`src/rtl/serializer_piso_pkg.sv`:
```
// -----------------------------------------------------------------------------
// serializer_piso_pkg
// Shared definitions for the serial-path blocks: the serializer FSM state
// encoding and the default parallel word width.
// -----------------------------------------------------------------------------
package serializer_piso_pkg;

    // Encoding is fixed so other serial-path blocks and debug tools agree on it.
    typedef enum logic {
        IDLE  = 1'b0,
        SHIFT = 1'b1
    } state_t;

    localparam int DEFAULT_WIDTH = 8;

endpackage

```
`src/rtl/serializer_piso.sv`:
```
// -----------------------------------------------------------------------------
// serializer_piso
// Parallel-in / serial-out converter with a valid/ready load handshake.
// A word accepted at a rising edge has its first bit on sout straight after
// that edge. The next word can be accepted on the last-bit edge, so a
// continuous stream of words has no gap between them.
//
// Parameters
//   WIDTH      parallel word width, 2..32
//   MSB_FIRST  1: send din[WIDTH-1] first, 0: send din[0] first
//
// Ports
//   clock       rising-edge clock
//   clear       asynchronous active-low reset
//   din         parallel word, sampled only on a handshake edge
//   load_valid  upstream has a word on din
//   load_ready  block accepts din this cycle
//   sout        registered serial bit
//   sout_valid  sout carries a data bit
//   sout_last   sout carries the final bit of the current word
// -----------------------------------------------------------------------------
module serializer_piso
    import serializer_piso_pkg::*;
#(
    parameter int WIDTH     = DEFAULT_WIDTH,
    parameter bit MSB_FIRST = 1'b1
) (
    input  logic             clock,
    input  logic             clear,
    input  logic [WIDTH-1:0] din,
    input  logic             load_valid,
    output logic             load_ready,
    output logic             sout,
    output logic             sout_valid,
    output logic             sout_last
);

    localparam int               CNT_W    = $clog2(WIDTH);
    localparam logic [CNT_W-1:0] LAST_IDX = CNT_W'(WIDTH - 1);

    state_t             state;
    logic [CNT_W-1:0]   cnt;      // index of the bit currently on sout
    logic [WIDTH-1:0]   sreg;     // bits still to be sent, next one at the head
    logic               at_last;
    logic               handshake;

    // Bit that leaves first, depending on the configured order.
    function automatic logic head_bit(input logic [WIDTH-1:0] w);
        return MSB_FIRST ? w[WIDTH-1] : w[0];
    endfunction

    // Word with its head bit removed, the next bit moved to the head.
    function automatic logic [WIDTH-1:0] drop_head(input logic [WIDTH-1:0] w);
        return MSB_FIRST ? (w << 1) : (w >> 1);
    endfunction

    assign at_last = (state == SHIFT) && (cnt == LAST_IDX);

    // NOTE: load_ready depends only on registered state, never on load_valid,
    // so an upstream that derives load_valid from load_ready cannot close a
    // combinational loop through this block.
    assign load_ready = (state == IDLE) || at_last;
    assign handshake  = load_valid && load_ready;

    // NOTE: every register here, the reset branch included, uses non-blocking
    // assignment so all state updates together at the edge and simulation
    // matches the synthesized flops regardless of block ordering.
    always_ff @(posedge clock or negedge clear) begin
        if (!clear) begin
            state      <= IDLE;
            cnt        <= '0;
            sreg       <= '0;
            sout       <= 1'b0;
            sout_valid <= 1'b0;
            sout_last  <= 1'b0;
        end else if (handshake) begin
            // Covers both IDLE->SHIFT and the zero-gap reload on the last bit.
            state      <= SHIFT;
            cnt        <= '0;
            sout       <= head_bit(din);
            sreg       <= drop_head(din);
            sout_valid <= 1'b1;
            sout_last  <= 1'b0;
        end else if (state == SHIFT) begin
            if (at_last) begin
                // Counter holds at WIDTH-1; it is reloaded on the next handshake.
                state      <= IDLE;
                sout       <= 1'b0;
                sout_valid <= 1'b0;
                sout_last  <= 1'b0;
            end else begin
                cnt        <= cnt + 1'b1;
                sout       <= head_bit(sreg);
                sreg       <= drop_head(sreg);
                sout_last  <= (cnt == LAST_IDX - 1'b1);
            end
        end
    end

endmodule

```
`config.mk`:
```
export PLATFORM = sky130hd
export DESIGN_NAME = serializer_piso
export DESIGN_NICKNAME = d
export VERILOG_FILES = /design/src/rtl/serializer_piso_pkg.sv /design/src/rtl/serializer_piso.sv
export SDC_FILE = /design/constraint.sdc
export NUM_CORES = 1
export LEC_CHECK = 0
export ABC_AREA = 0
export BUFFER_PORTS_ARGS = -buffer_cell sky130_fd_sc_hd__clkbuf_2
export CORE_MARGIN = 2
export CORE_UTILIZATION = 35
export DETAILED_ROUTE_END_ITERATION = 6
export GPL_TIMING_DRIVEN = 0
export PLACE_DENSITY = 0.62
export SLEW_MARGIN = 30
export SYNTH_ARGS = -nofsm -noshare
export SYNTH_HDL_FRONTEND = slang
export SYNTH_SLANG_ARGS = --single-unit
```
`constraint.sdc`:
```
create_clock -name clock -period 1.25 [get_ports clock]
set_input_delay 0.25 -clock clock [delete_from_list [all_inputs] [get_ports clock]]
set_output_delay 0.25 -clock clock [all_outputs]
set_load 0.02 [all_outputs]
```
==> results.sh <==
export IMPL_htreeDepth=1
export IMPL_p_int_mw=1.61
export IMPL_comb_power_share=0.594
export IMPL_synth_cell_types=19
export IMPL_synthTopCellsByArea="dfrtp_1 50%, mux2i_1 11%, o21ai_2 7.5%, nand2_1 6.4%, ha_1 5.4%"
export IMPL_syn_avg_cell_area_um2=11.5
export IMPL_die_area_um2=2380
export IMPL_drv_slew=0
export IMPL_fin_cells=118
export IMPL_reg2reg_depth=8
export IMPL_grt_first_pass_wirelength_mm=2.72
export IMPL_drive_gt1_frac=0.582
export IMPL_vias=529
export IMPL_routed_via_density=4.48
export IMPL_num_rows=16
export IMPL_reg2reg_from="cnt[1]"
export IMPL_cts_tree="built"
export IMPL_die_h_um=48.7
export IMPL_dp_hpwl_um=915
export IMPL_worst_r2r_endpoint="cnt[0]"
export IMPL_antenna_found_initial=0
export IMPL_place_gp_congestion=0.665
export IMPL_clk_pin_slew_worst_paths_ps=80
export IMPL_tightest_slew_ps=357
export IMPL_path_cells="ha_2, ha_4, nor2b_4, inv_8, buf_8"
export IMPL_required_ps=1000
export IMPL_worst_path_buf_inv=2
export IMPL_switching_power_mw=0.912
export IMPL_clkPwrFrac=0.103
export IMPL_switching_share=0.362
export IMPL_gr_total_overflow=0
export IMPL_postRouteAntennaNets=0
export IMPL_grt_max_degree=15
export IMPL_design_core_area_um2=1920
export IMPL_dpl_cell_count=102
export IMPL_cts_made_buffers=3
export IMPL_root_buffer="clkbuf_4"
export IMPL_status="finished with violations"
export IMPL_cpPeakStageDelay_ps=390
export IMPL_fin_ws_ps=-379
export IMPL_wl_per_cell_um=12.2
export IMPL_whs_path_depth=3
export IMPL_hp_start="din[7]"
export IMPL_grt_usage=0.154
export IMPL_p_leak_nw=0.532
export IMPL_seq_area_frac_synth=0.500
export IMPL_cp_end_kind="output pin"
export IMPL_yosysWarningCount=0
export IMPL_layout_common_cells="14 x dfrtp_1, 13 x clkbuf_2, 8 x mux2i_1"
export IMPL_hold_viol=0
export IMPL_critPathMaxFanout=2
export IMPL_period_needed_ps=1630
export IMPL_synth_top_area_cell="dfrtp_1"
export IMPL_syn_nets=75
export IMPL_final_common_cell="dfrtp_1"
export IMPL_max_clock_freq_mhz=614
export IMPL_crit_family="flip-flops"
export IMPL_clockBufferDepth=2
export IMPL_insertion_delay_ps=280
export IMPL_ios=15
export IMPL_rsz0062_at_grt="yes"
export IMPL_n_antenna_cell=0
export IMPL_drt_iter0_markers=2
export IMPL_ys_ff_latch=14
export IMPL_drt_wl_total_mm=1.44
export IMPL_nets=107
export IMPL_period_share=1.30
export IMPL_dp_slack_ps=-233
export IMPL_p_per_area_nw_per_um2=2390
export IMPL_skew_ps=3.94
export IMPL_syn_instance_count=61
export IMPL_syn_to_final_growth_pct=50.5
export IMPL_hp_class="in2reg"
export IMPL_maxCapViolations=0
export IMPL_violations="setup timing"
export IMPL_setup_viol=14
export IMPL_fillCellCount=189
export IMPL_reg2reg_setup_slack_ps=-240
export IMPL_crit_path_start_kind="flop"
export IMPL_initial_core_util=0.365
export IMPL_synth_top_cell_area_share=0.500
export IMPL_drc=0
export IMPL_clock_sinks=14
export IMPL_max_slew_margin=0.762
export IMPL_critPathArrivalTime_ps=1380
export IMPL_syn_area_um2=701
export IMPL_vdd_drop_max_mv=0.980
export IMPL_io_buffers=14
export IMPL_chipWidth_um=48.7
export IMPL_grt_pass1_vias=610
export IMPL_worst_path_max_delay_cell="dfrtp_1"
export IMPL_crit_type="reg2out"
export IMPL_power_frac_seq=0.303
export IMPL_holdPathEnd="sout"
export IMPL_drtPass1Iterations=3
-- per-stage QoR --
stage	instance area (um2)	utilization	setup TNS [ps]	hold WS (ps)	total power, mW
6_report	1050	0.549	-2990	193	2.52
5_1_grt	1050	0.549	-4130	181	2.72
4_1_cts	1030	0.538	-3590	201	2.48
3_5_place_dp	835	0.434	-1330	180	1.66
3_3_place_gp	835	0.434	-1170	176	1.64
2_1_floorplan	731	-	-333	-45.6	1.46
-- worst max-delay path by stage --
stage | startpoint | end | slack (ps) | cells after the start
6_report | cnt[1] | load_ready | -380 | 5
2_1_floorplan | cnt[1] | load_ready | -40 | 5
4_1_cts | cnt[0] | load_ready | -420 | 6
3_5_place_dp | cnt[0] | load_ready | -230 | 6
3_3_place_gp | cnt[0] | load_ready | -230 | 6
5_1_grt | cnt[1] | load_ready | -460 | 5
-- metal layers --
metal | track usage | routed length, um | vias to the layer above
met5 | 0 | 0 | -
met4 | 0.0429 | 12 | 0
met3 | 0.0556 | 75 | 2
met2 | 0.272 | 738 | 15
met1 | 0.175 | 617 | 244
li1 | - | - | 268
-- power by group through the flow --
stage / logic (mW) / registers, mW / clock network [mW]
2_1_floorplan: 0.661 / 0.795 / 0
3_3_place_gp: 0.868 / 0.767 / 0
3_5_place_dp: 0.888 / 0.775 / 0
4_1_cts: 1.46 / 0.758 / 0.265
5_1_grt: 1.63 / 0.790 / 0.301
6_report: 1.50 / 0.763 / 0.261
-- Yosys cell counts --
cell type,instances
o21ai_2,6
buf_12,1
nand2_1,12
inv_1,1
nor2_1,4
mux2i_1,8
nand4b_1,1
buf_6,1
a22oi_1,1
nand3b_1,2
dfrtp_1,14
nand2b_2,1
inv_6,1
ha_1,3
o21ai_1,1
nand3_1,1
nor2b_4,1
a21oi_1,1
buf_4,1
-- what timing repair did --
action	4_1_cts	5_1_grt
hold endpoints to repair	14	0
hold buffers	1	0
pin swaps	3	5
gates cloned	1	0
setup endpoints to repair	13	14
setup buffers	10	3
resized for setup	11	8
-- cell families after synthesis --
group | count (synthesis) | synth area share
and+or+nand+nor | 22 | 0.159
muxes | 8 | 0.114
buffers and inverters | 5 | 0.0732
AOI/OAI and AO/OA | 9 | 0.100
adders and majority gates | 3 | 0.0536
DFF | 14 | 0.500
-- registers in the layout, indices dropped and copies added, names as in the netlist --
name / cells
sreg: 7
cnt: 3
sout: 1
sout_last: 1
sout_valid: 1
state: 1
-- tightest hold or removal path: cells and delay by family --
family | cells | cell delay, ps
AND/OR/NAND/NOR | 2 | 100
buffers and inverters | 1 | 90
-- layout make-up --
cell class / count / area, um2 / area share
Timing Repair Buffer: 28 / 251 / 0.238
Buffer: 2 / 27.5 / 0.0261
Clock buffer: 3 / 22.5 / 0.0214
Sequential cell: 14 / 350 / 0.332
Tap cell: 27 / 33.8 / 0.0320
Inverter: 2 / 15.0 / 0.0142
Multi-Input combinational cell: 42 / 354 / 0.336
No activity file was read; power rests on OpenSTA's default activity.
